[src/rtl/clk_gen_ctrl.sv]
// clk_gen_ctrl: programmable clock-pulse generator controller.
// Produces gen_clk from a period / high-time / start-phase triple, all counted
// in reference-clock cycles. Configuration arrives over a valid/ready handshake.
// While the generator runs, a new config is parked in a shadow register. It is
// applied only at the LOW->HIGH period boundary, so the waveform never glitches.

`timescale 1ns/1ps

module clk_gen_ctrl #(
  parameter int CNT_W = 16
) (
  input  logic             clk,
  input  logic             rst,
  input  logic             cfg_valid,
  output logic             cfg_ready,
  input  logic [CNT_W-1:0] cfg_period,
  input  logic [CNT_W-1:0] cfg_high,
  input  logic [CNT_W-1:0] cfg_phase,
  output logic             cfg_err,
  input  logic             start,
  input  logic             stop,
  output logic             gen_clk,
  output logic             period_tick,
  output logic             busy
);

  typedef enum logic [1:0] {
    ST_IDLE  = 2'd0,
    ST_PHASE = 2'd1,
    ST_HIGH  = 2'd2,
    ST_LOW   = 2'd3
  } state_t;

  // A config is usable when period >= 2 and 1 <= high <= period-1.
  // The low time is therefore never zero and never wraps.
  function automatic logic cfg_legal(input logic [CNT_W-1:0] period,
                                     input logic [CNT_W-1:0] high);
    logic ok;
    ok = (period >= CNT_W'(2)) && (high >= CNT_W'(1)) &&
         (high <= (period - CNT_W'(1)));
    return ok;
  endfunction

  state_t           state_r;
  logic [CNT_W-1:0] cnt_r;
  logic [CNT_W-1:0] act_period_r;
  logic [CNT_W-1:0] act_high_r;
  logic [CNT_W-1:0] act_phase_r;
  logic [CNT_W-1:0] pend_period_r;
  logic [CNT_W-1:0] pend_high_r;
  logic             pend_valid_r;
  logic             gen_clk_r;
  logic             period_tick_r;
  logic             cfg_err_r;
  logic             busy_r;

  logic             accept_s;
  logic             cfg_good_s;
  logic [CNT_W-1:0] eff_high_s;
  logic [CNT_W-1:0] eff_phase_s;

  assign cfg_ready   = ~pend_valid_r;
  assign gen_clk     = gen_clk_r;
  assign period_tick = period_tick_r;
  assign cfg_err     = cfg_err_r;
  assign busy        = busy_r;

  // Handshake decode and start-time config selection. A legal config accepted
  // in IDLE on the start edge is used immediately, including its phase.
  always_comb begin
    accept_s    = cfg_valid & ~pend_valid_r;
    cfg_good_s  = cfg_legal(cfg_period, cfg_high);
    eff_high_s  = act_high_r;
    eff_phase_s = act_phase_r;
    if (accept_s && cfg_good_s && (state_r == ST_IDLE)) begin
      eff_high_s  = cfg_high;
      eff_phase_s = cfg_phase;
    end else begin
      eff_high_s  = act_high_r;
      eff_phase_s = act_phase_r;
    end
  end

  // Config registers, waveform state machine and all registered outputs.
  always_ff @(posedge clk) begin
    if (rst) begin
      state_r       <= ST_IDLE;
      cnt_r         <= {CNT_W{1'b0}};
      act_period_r  <= CNT_W'(2);
      act_high_r    <= CNT_W'(1);
      act_phase_r   <= {CNT_W{1'b0}};
      pend_period_r <= {CNT_W{1'b0}};
      pend_high_r   <= {CNT_W{1'b0}};
      pend_valid_r  <= 1'b0;
      gen_clk_r     <= 1'b0;
      period_tick_r <= 1'b0;
      cfg_err_r     <= 1'b0;
      busy_r        <= 1'b0;
    end else begin
      cfg_err_r     <= accept_s & ~cfg_good_s;
      period_tick_r <= 1'b0;

      // Store an accepted legal config: active when idle, shadow when running.
      if (accept_s && cfg_good_s) begin
        if (state_r == ST_IDLE) begin
          act_period_r <= cfg_period;
          act_high_r   <= cfg_high;
          act_phase_r  <= cfg_phase;
        end else begin
          pend_period_r <= cfg_period;
          pend_high_r   <= cfg_high;
          pend_valid_r  <= 1'b1;
        end
      end

      case (state_r)
        ST_IDLE: begin
          if (start && !stop) begin
            busy_r <= 1'b1;
            if (eff_phase_s == {CNT_W{1'b0}}) begin
              state_r       <= ST_HIGH;
              cnt_r         <= eff_high_s - CNT_W'(1);
              gen_clk_r     <= 1'b1;
              period_tick_r <= 1'b1;
            end else begin
              state_r <= ST_PHASE;
              cnt_r   <= eff_phase_s - CNT_W'(1);
            end
          end
        end
        ST_PHASE: begin
          if (cnt_r == {CNT_W{1'b0}}) begin
            state_r       <= ST_HIGH;
            cnt_r         <= act_high_r - CNT_W'(1);
            gen_clk_r     <= 1'b1;
            period_tick_r <= 1'b1;
          end else begin
            cnt_r <= cnt_r - CNT_W'(1);
          end
        end
        ST_HIGH: begin
          if (cnt_r == {CNT_W{1'b0}}) begin
            state_r   <= ST_LOW;
            cnt_r     <= act_period_r - act_high_r - CNT_W'(1);
            gen_clk_r <= 1'b0;
          end else begin
            cnt_r <= cnt_r - CNT_W'(1);
          end
        end
        ST_LOW: begin
          if (cnt_r == {CNT_W{1'b0}}) begin
            state_r       <= ST_HIGH;
            gen_clk_r     <= 1'b1;
            period_tick_r <= 1'b1;
            if (pend_valid_r) begin
              act_period_r <= pend_period_r;
              act_high_r   <= pend_high_r;
              pend_valid_r <= 1'b0;
              cnt_r        <= pend_high_r - CNT_W'(1);
            end else begin
              cnt_r <= act_high_r - CNT_W'(1);
            end
          end else begin
            cnt_r <= cnt_r - CNT_W'(1);
          end
        end
        default: begin
          state_r   <= ST_IDLE;
          gen_clk_r <= 1'b0;
          busy_r    <= 1'b0;
        end
      endcase

      // Stop has priority over everything else while running; it truncates the
      // waveform and discards any parked config.
      if (stop && (state_r != ST_IDLE)) begin
        state_r       <= ST_IDLE;
        gen_clk_r     <= 1'b0;
        period_tick_r <= 1'b0;
        busy_r        <= 1'b0;
        pend_valid_r  <= 1'b0;
      end
    end
  end

endmodule

[config.mk]
export PLATFORM = sky130hd
export DESIGN_NAME = clk_gen_ctrl
export DESIGN_NICKNAME = d
export VERILOG_FILES = /design/src/rtl/clk_gen_ctrl.sv
export SDC_FILE = /design/constraint.sdc
export NUM_CORES = 1
export LEC_CHECK = 0
export ABC_CLOCK_PERIOD_IN_PS = 5900
export BUFFER_PORTS_ARGS = -buffer_cell sky130_fd_sc_hd__buf_2
export CORE_MARGIN = 8
export CORE_UTILIZATION = 30
export DETAILED_ROUTE_END_ITERATION = 12
export GPL_ROUTABILITY_DRIVEN = 1
export GPL_TIMING_DRIVEN = 0
export PLACE_DENSITY_LB_ADDON = 0.08
export SLEW_MARGIN = 20
export SYNTH_ARGS = -nofsm -noshare
export SYNTH_HDL_FRONTEND = slang
export SYNTH_SLANG_ARGS = --single-unit
[constraint.sdc]
create_clock -name clk -period 5.9 [get_ports clk]
set_input_delay 0.59 -clock clk [delete_from_list [all_inputs] [get_ports clk]]
set_output_delay 0.59 -clock clk [all_outputs]
set_load 0.02 [all_outputs]
# == Yosys cells after proc, flatten, opt, wreduce, memory -nomap -nowiden ==
# Index checks and enable logic that the tools add are counted.
# totals
output_inout_bits,5
ff_bits,103
input_bits,53
word_cells,91
# classes
reduce_logical,18
n_lt_le_gt_ge,3
eq_ne,7
mux,38
add_sub_neg,8
n_bitwise,5
# op_table
cell,n
16-bit 2-to-1 mux,18
16-bit by 1-bit subtractor with 16-bit output (second input constant),7
16-bit one-hot mux with 4 select lines,1
16-bit zero test,2
16-bit by 1-bit greater-or-equal comparator with 1-bit output (second input constant),1
16-bit by 2-bit greater-or-equal comparator with 1-bit output (second input constant),1
16-bit <= comparator,1
16-bit subtractor,1
1-bit 2-to-1 mux,12
2-bit 2-to-1 mux,4
1-bit logical AND,6
2-bit by 1-bit != test with 1-bit output (second input constant),3
2-bit one-hot mux with 3 select lines,1
2-bit AND reduction,3
2-bit equality test (second input constant),2
4-bit AND reduction,1
2-bit OR reduction,2
1-bit NOT,3
1-bit one-hot mux with 3 select lines,1
3-bit AND reduction,1
1-bit AND,2
2-bit by 1-bit equality test with 1-bit output (second input constant),1
2-bit zero test,1
2-bit != test (second input constant),1
3 further kinds,3

# == Logic depth before layout (Yosys ltp) ==
# Gate-level depths: netlist of the first run.
# logic_depth
depth_word,10
depth_mapped,22

# == Worst setup path before layout of the first run ==
# Ideal clock, no wire load.
# synth_timing
kind,input to register
start,input port cfg_period[2]
end,register cnt_r[12]
arrival_time_ps,5379
path_slack_ps,389
path_buffers,4
required_time_ps,5768
cell_stages,22
path_cell_list,nor4_1 > nor2b_1 > nand3_1 > or2_2 > nor4_1 > xnor2_1 > ha_1 > nand4_1 > inv_1 > a221oi_1 > a31oi_1 > nor2_4 > buf_2 > buf_2 > buf_2 > clkbuf_1 > a21o_1 > ha_1 > o211ai_2 > or4_1 > o2111ai_1 > a21oi_1
# synth_via
elab_chain_len,10
elab_cells_between_ends,15
# synth_rtl
item,line_no,text
from (decl),16,"input logic [CNT_W-1:0] cfg_period,"
16-bit by 1-bit subtractor with 16-bit output or 16-bit by 2-bit greater-or-equal comparator with 1-bit output (tied branches),"40, 39",
16-bit <= comparator or 1-bit logical AND (tied branches),"40, 39",
1-bit logical AND (*),39,ok = (period >= CNT_W'(2)) && (high >= CNT_W'(1)) &&
1-bit logical AND (*) (2 in series),75,if (accept_s && cfg_good_s && (state_r == ST_IDLE)) begin
16-bit 2-to-1 mux,75,
16-bit by 1-bit subtractor with 16-bit output (tied with other cells),127,cnt_r <= eff_phase_s - CNT_W'(1);
16-bit 2-to-1 mux (*),120,if (eff_phase_s == {CNT_W{1'b0}}) begin
16-bit 2-to-1 mux (*),118,if (start && !stop) begin
16-bit one-hot mux with 4 select lines (*),116,case (state_r)
to (signal assigned),122,cnt_r <= eff_high_s - CNT_W'(1);
to (signal assigned),127,
to (signal assigned),134,cnt_r <= act_high_r - CNT_W'(1);
to (decl),45,logic [CNT_W-1:0] cnt_r;
# Every way passes the cells marked *; elsewhere a longest branch is shown, timed or not. The select of a mux whose other input is x is not followed.
# A chain may end at the register's enable or synchronous reset.

# == Worst setup path in the final report of the first run ==
# Ends and elaborated chain as after synthesis.

==> metrics.txt, run 1 <==
Pint 1.84 mW; routed vias 8,155; Synthesized Nets 1,120; final period utilization 0.947; Worst Hold Class primary input to flip-flop; Synth top area share 0.264; Fin. Hold Viols 0; initial DRC count 630; CP startpoint kind primary input; global-route wire length before repair 51,400 um; top-count cell post-synth nand2_1; die height 177 um; crit-path leading delay family simple AND/OR/NAND/NOR gates; sequential element share of the synthesized area 0.264; P_leak 3.38 nW; Ports 58; nets 1,191; routability cong. 0.913; DP HPWL 27,300 um; Hold Path Sink act_phase_r[0]$_SDFFE_PP0N_; status finished clean; clk sink count 103; hold path depth 3; htree depth 3; via-per-instance ratio 5.67; Post-synth EDFFs 0; GR Overflow Total 0; logic gate share of total power 0.541; CTS tree yes; Commonest cells post-synth nand2_1 (136), nor2_1 (125), dfxtp_1 (103); Global Route Usage Sum 0.220; final wirelength 34,700 um; skew final 0.0116 ns; Initial Util 0.302; CP Class primary input to flip-flop; ys flop type dfxtp_1; Routed Antenna Nets 0; clock slew at reported path FFs 0.08 ns; Area growth syn-to-layout 14.9%; Min-Delay Startpoint cfg_phase[0]; Die ar. 31,500 um^2; register area 2060 um^2; post-route cell area 8980 um^2; Root Driver clkbuf_16; Yosys reg bits 103; pwr dens 389 nW/um^2; CTS Hold Bufs 0; worst skew pair latency 0.37 ns; Clk pwr share 0.193; layout cells sized above 1 0.115; # setup viols final 0; Rel. slew slack 0.267; sequential power share 0.267; asr flop ratio synth 0; footprint of the multi-input gates 5490 um^2; placed instance area 8510 um^2; yosys synthesis warning count 0; core area 25,800 um^2; fillers 2,846; Yosys top cell by area dfxtp_1; Max clock buf depth 2; RR Endpoint cnt_r[12]$_SDFFE_PP0N_; Core Util, Final 0.347; DR pass1 iterations 6; routed len/inst 24.1 um; Worst Path Required 6.13 ns; Max Freq 0.179 GHz; min cycle time layout 5.59 ns; reg2reg start state_r[1]$_SDFFE_PP0P_; Setup crit end kind flip-flop; CP arrival 5.82 ns; vias in the first global route 7,859; post-synthesis cell area 7810 um^2; TritonCTS Buffers 9; slew of the pin with the lowest slew margin 1.08 ns; DRC Markers 0; post-synth cell types 82; highest-delay cell along the critical path or4_1; Final Max Tran Viols 0; slowest stage delay, CP 0.46 ns; Die X 177 um; row cnt 59; CP Depth 23; initial antenna violation count 0; # port buffers 56; R2R setup slack 1.77 ns; path depth of the worst reg2reg path 15; Syn Area/Cell 7.60 um^2; largest net degree at the start of global routing 19; Synth Instances 1,028; VDD IR max 0.000131 V; CP Max Fanout 10; n_diodes 0; worst path bufs/invs 6; P_sw 1.65 mW; maximum capacitance violations 0; cell repeated most along the worst path buf_2; largest cells by area after synthesis dfxtp_1 (26%), nand2_1 (6.5%), ha_1 (6.1%), nor2_1 (6.0%), xnor2_1 (5.4%); Power Total 3.49 mW; sw frac 0.472; worst path cell trace buf_2 > nor4_4 > nor2b_2 > nand3_2 > or2_2 > nor3_1 > xnor2_1 > ha_1 > nand4_1 > inv_1 > a221oi_4 > a31oi_4 > nor2_4 > buf_2 > buf_2 > buf_4 > clkbuf_4 > a21o_1 > ha_4 > o211ai_4 > or4_1 > o2111ai_1 > a21oi_1
==> layout by cell type (no fill, tap or decap), types with 4 or more instances in the layout <==
master / Yosys / final
or4_1: 5 / 5
o21ai_1: 5 / 5
or3_1: 15 / 15
o22ai_1: 5 / 5
nor3b_1: 5 / 5
nand2b_1: 9 / 9
clkbuf_16: 0 / 9
a211oi_1: 19 / 19
a21oi_1: 66 / 66
nor3_1: 38 / 37
o211ai_1: 18 / 18
a31oi_1: 9 / 8
mux2i_1: 39 / 39
inv_1: 31 / 31
a211o_1: 5 / 5
o21a_1: 4 / 4
a311oi_1: 27 / 27
a221oi_1: 9 / 8
a21o_1: 12 / 12
nor2b_1: 5 / 4
nand2_1: 136 / 136
nand3_1: 29 / 28
nor2_1: 125 / 125
clkbuf_1: 40 / 40
nand4_1: 9 / 9
and3_1: 5 / 5
o21ai_0: 50 / 50
xnor2_1: 48 / 48
nor4_1: 16 / 13
dfxtp_1: 103 / 103
buf_4: 1 / 6
buf_2: 9 / 64
ha_1: 38 / 37
xor2_1: 20 / 20
a22oi_1: 6 / 6
==> layer usage <==
| metal | vias to the layer above | GRT usage | wire, um |
|---|---|---|---|
| li1 | 3897 | - | - |
| met1 | 3936 | 0.302 | 16000 |
| met2 | 277 | 0.352 | 15800 |
| met3 | 45 | 0.0383 | 2260 |
| met4 | 0 | 0.0518 | 591 |
| met5 | - | 0 | 0 |
==> worst max-delay path by stage <==
stage / endpoint / start / slack [ns]
2_1_floorplan: cnt_r[12]$_SDFFE_PP0N_ / cfg_period[2] / 0.39
3_3_place_gp: cnt_r[12]$_SDFFE_PP0N_ / cfg_period[2] / -1.62
3_5_place_dp: cnt_r[12]$_SDFFE_PP0N_ / cfg_period[2] / -1.61
4_1_cts: cnt_r[12]$_SDFFE_PP0N_ / cfg_period[2] / 0.01
5_1_grt: cnt_r[12]$_SDFFE_PP0N_ / cfg_period[2] / -0.006
6_report: cnt_r[12]$_SDFFE_PP0N_ / cfg_period[2] / 0.31
==> state kept, by name (all words and copies together), names as in the netlist <==
signal         count
act_high_r        16
pend_valid_r       1
state_r            2
act_phase_r       16
cnt_r             16
cfg_err            1
busy               1
gen_clk            1
act_period_r      16
pend_period_r     16
pend_high_r       16
period_tick        1
==> through the flow <==
step | std cells | setup slack [ns] | hold WS, ns | setup TNS [ns]
2_1_floorplan | 1028 | 0.389 | 0.444 | 0
6_report | 1439 | 0.311 | 0.480 | 0
4_1_cts | 1436 | 0.0124 | 0.475 | 0
3_5_place_dp | 1419 | -1.61 | 0.464 | -28.38
5_1_grt | 1439 | -0.00585 | 0.495 | -0.00585
3_3_place_gp | 1419 | -1.62 | 0.448 | -40.15
==> logic make-up after synthesis <==
logic type,after synthesis,synth area share
adder cells (fa/ha/maj),39,0.0634
multiplexers,40,0.0529
buffers and inverters,87,0.0481
AND/OR/NAND/NOR,418,0.253
AO/OA/AOI/OAI,273,0.242
flip-flops,103,0.264
XOR/XNOR,68,0.0763
==> repair_timing <==
| item | in CTS | in global routing |
|---|---|---|
| pin swaps | 1 | 2 |
| resized for setup | 11 | 8 |
| buffers inserted | 1 | 3 |
| endpoints found under the setup margin | 34 | 7 |
==> power groups by stage <==
stage	combinational, mW	clock (mW)	sequential, mW
finish	1.89	0.672	0.931
global route	2.06	0.709	0.945
floorplan	1.28	0	0.892
CTS	1.84	0.683	0.927
detailed placement	1.82	0	0.943
global placement	1.83	0	0.945
==> cell type report <==
class | instances | share of cell area
sequential | 103 | 0.230
buffer | 55 | 0.0291
timing repair buffer | 60 | 0.0346
multi-input combinational | 838 | 0.611
tap | 335 | 0.0467
clock buffer | 11 | 0.0270
clock inverter | 5 | 0.00808
inverter | 32 | 0.0134
==> tightest hold or removal path: cells and delay by family <==
kind	cells	cell delay, ns
compound gates	1	0.05
simple gates	1	0.05
buf+inv	1	0.11
Note: power is estimated with default switching activity, not from simulation.
==> run 2, diff against run 1 <==
Settings changed: SETUP_SLACK_MARGIN set to 0.4.
==> run 2 against run 1 <==
Critical path depth unchanged. First-iteration DRC count down 4.4%. Sequential share of layout area about the same. Routed wire length up 1.2%. Largest cell class unchanged. Largest power group unchanged.
==> metrics.txt, run 2 (same netlist as run 1, synthesis figures left out) <==
status finished clean; R2R setup slack 1.80 ns (+0.03 ns); initial DRC count 602 (-4.4%); highest-delay cell along the critical path or4_1; Root Driver clkbuf_16; # setup viols final 0 (unchanged); vias in the first global route 7,924 (+0.83%); crit-path leading delay family simple AND/OR/NAND/NOR gates; placed instance area 8530 um^2 (+0.15%); GR Overflow Total 0 (unchanged); fillers 2,803 (-1.5%); worst skew pair latency 0.37 ns (about the same); largest net degree at the start of global routing 20 (+1); CP Class primary input to flip-flop; clock slew at reported path FFs 0.08 ns (about the same); routability cong. 0.914 (+0.15%); row cnt 59 (unchanged); Max clock buf depth 2 (unchanged); path depth of the worst reg2reg path 15 (unchanged); Setup crit start cfg_period[5]; Die X 177 um (unchanged); worst path bufs/invs 4 (-2); P_leak 3.39 nW (+0.31%); Max Freq 0.191 GHz (+6.6%); Final Max Tran Viols 0 (unchanged); Worst Path Required 6.12 ns (about the same); VDD IR max 0.000162 V (+24%); Routed Antenna Nets 0 (unchanged); worst setup path endpoint cnt_r[12]$_SDFFE_PP0N_; htree depth 3 (unchanged); routed len/inst 24.3 um (+1.1%); CP arrival 5.46 ns (-0.36 ns); maximum capacitance violations 0 (unchanged); RR Endpoint cnt_r[12]$_SDFFE_PP0N_; Min-Delay Startpoint busy$_SDFFE_PP0P_; pwr dens 384 nW/um^2 (-1.2%); # port buffers 56 (unchanged); commonest non-fill, non-tap cell in the layout nand2_1; skew final 0.0102 ns (-0.00137 ns); Fin. Hold Viols 0 (unchanged); final wirelength 35,100 um (+1.2%); via-per-instance ratio 5.70 (+0.60%); n_diodes 0 (unchanged); reg2reg start state_r[1]$_SDFFE_PP0P_; RSZ-0062 raised after global routing no; initial antenna violation count 0 (unchanged); Die ar. 31,500 um^2 (unchanged); post-route cell area 8990 um^2 (+0.20%); global-route wire length before repair 51,700 um (+0.46%); Core Util, Final 0.348 (+0.000678); nets 1,193 (+0.17%); Ports 58 (unchanged); Area growth syn-to-layout 15.2%; Global Route Usage Sum 0.221 (+0.00131); routed vias 8,215 (+0.74%); DR pass1 iterations 7 (+1); layout cells sized above 1 0.118 (+0.00341); final period utilization 0.889 (-0.0587); worst path cell trace buf_2 > nor4_4 > nor2b_4 > nand3_2 > or2_4 > nor4_2 > xnor2_1 > ha_1 > nand4_1 > or3_1 > a21o_1 > a31oi_4 > nor2_4 > buf_2 > buf_4 > buf_4 > a211oi_1 > a21o_1 > ha_4 > o211ai_4 > or4_1 > o2111ai_1 > a21oi_1; Power Total 3.46 mW (-1.0%); CP startpoint kind primary input; Worst Hold Class flip-flop to flip-flop; commonest non-fill, non-tap cells in the layout nand2_1 (136), nor2_1 (125), dfxtp_1 (103); die height 177 um (unchanged); slowest stage delay, CP 0.46 ns (about the same); CP Depth 23 (unchanged); clk sink count 103 (unchanged); core area 25,800 um^2 (unchanged); CP Max Fanout 10 (unchanged); slew of the pin with the lowest slew margin 1.08 ns (-0.00363 ns); DRC Markers 0 (unchanged); Initial Util 0.302 (unchanged); TritonCTS Buffers 9 (unchanged); Setup crit end kind flip-flop; min cycle time layout 5.24 ns (-0.346 ns); CTS tree yes; DP HPWL 27,400 um (+0.16%); Rel. slew slack 0.273 (+0.00588)
run 2: cell count changes in the layout (fill, tap and decap cells not counted), sizes merged:
cell | before | now
buf | 75 | 77
bufinv | 1 | 0
clkinv | 2 | 4
clkinvlp | 0 | 1
clkbuf | 51 | 49
run 2: worst min-delay path by stage:
stage,to,cells after the start
2_1_floorplan,act_phase_r[11]$_SDFFE_PP0N_,2
3_3_place_gp,busy$_SDFFE_PP0P_,2
3_5_place_dp,busy$_SDFFE_PP0P_,2
4_1_cts,act_phase_r[12]$_SDFFE_PP0N_,3
5_1_grt,act_phase_r[12]$_SDFFE_PP0N_,3
6_report,busy$_SDFFE_PP0P_,2
run 2: area by class of cell:
type                       count  area [um^2]  area share
sequential                   103         2060       0.229
multi-input combinational    838         5510       0.612
buffer                        55          270      0.0301
tap                          335          419      0.0466
inverter                      32          120      0.0134
clock inverter                 7         65.1     0.00723
timing repair buffer          62          325      0.0362
clock buffer                   9          225      0.0250
run 2: routing by layer:
layer  share of wire  vias up  GRT usage
met2            0.45      283      0.356
met5               0        -          0
met3           0.057       48     0.0332
met4           0.026        0     0.0660
li1                -     3908          -
met1            0.46     3976      0.301
run 2: metrics by stage:
stage,setup slack [ns],hold WS (ns),instances,TNS (ns)
4_1_cts,0.440,0.474,1438,0
5_1_grt,0.405,0.475,1441,0
3_3_place_gp,-1.61,0.449,1419,-39.27
6_report,0.657,0.472,1441,0
3_5_place_dp,-1.59,0.463,1419,-26.74
2_1_floorplan,0.497,0.444,1028,0
run 2: worst min-delay path: cells and delay by family (launching register included):
family	cells	cell delay (ns)
flip-flops	1	0.33
AND/OR/NAND/NOR	2	0.11
run 2: repair_timing:
item                                   4_1_cts  5_1_grt
pin swaps                                    4        4
resized for setup                           17        6
setup endpoints to repair                   82       23
cloned                                       0        0
buffers inserted                             3        3
hold buffers                                 0        0
endpoints found under the hold margin        0        0
run 2: where the power goes:
| group | switching [mW] | internal [mW] |
|---|---|---|
| sequential | 0.135 | 0.797 |
| combinational | 1.19 | 0.701 |
| clock | 0.337 | 0.298 |
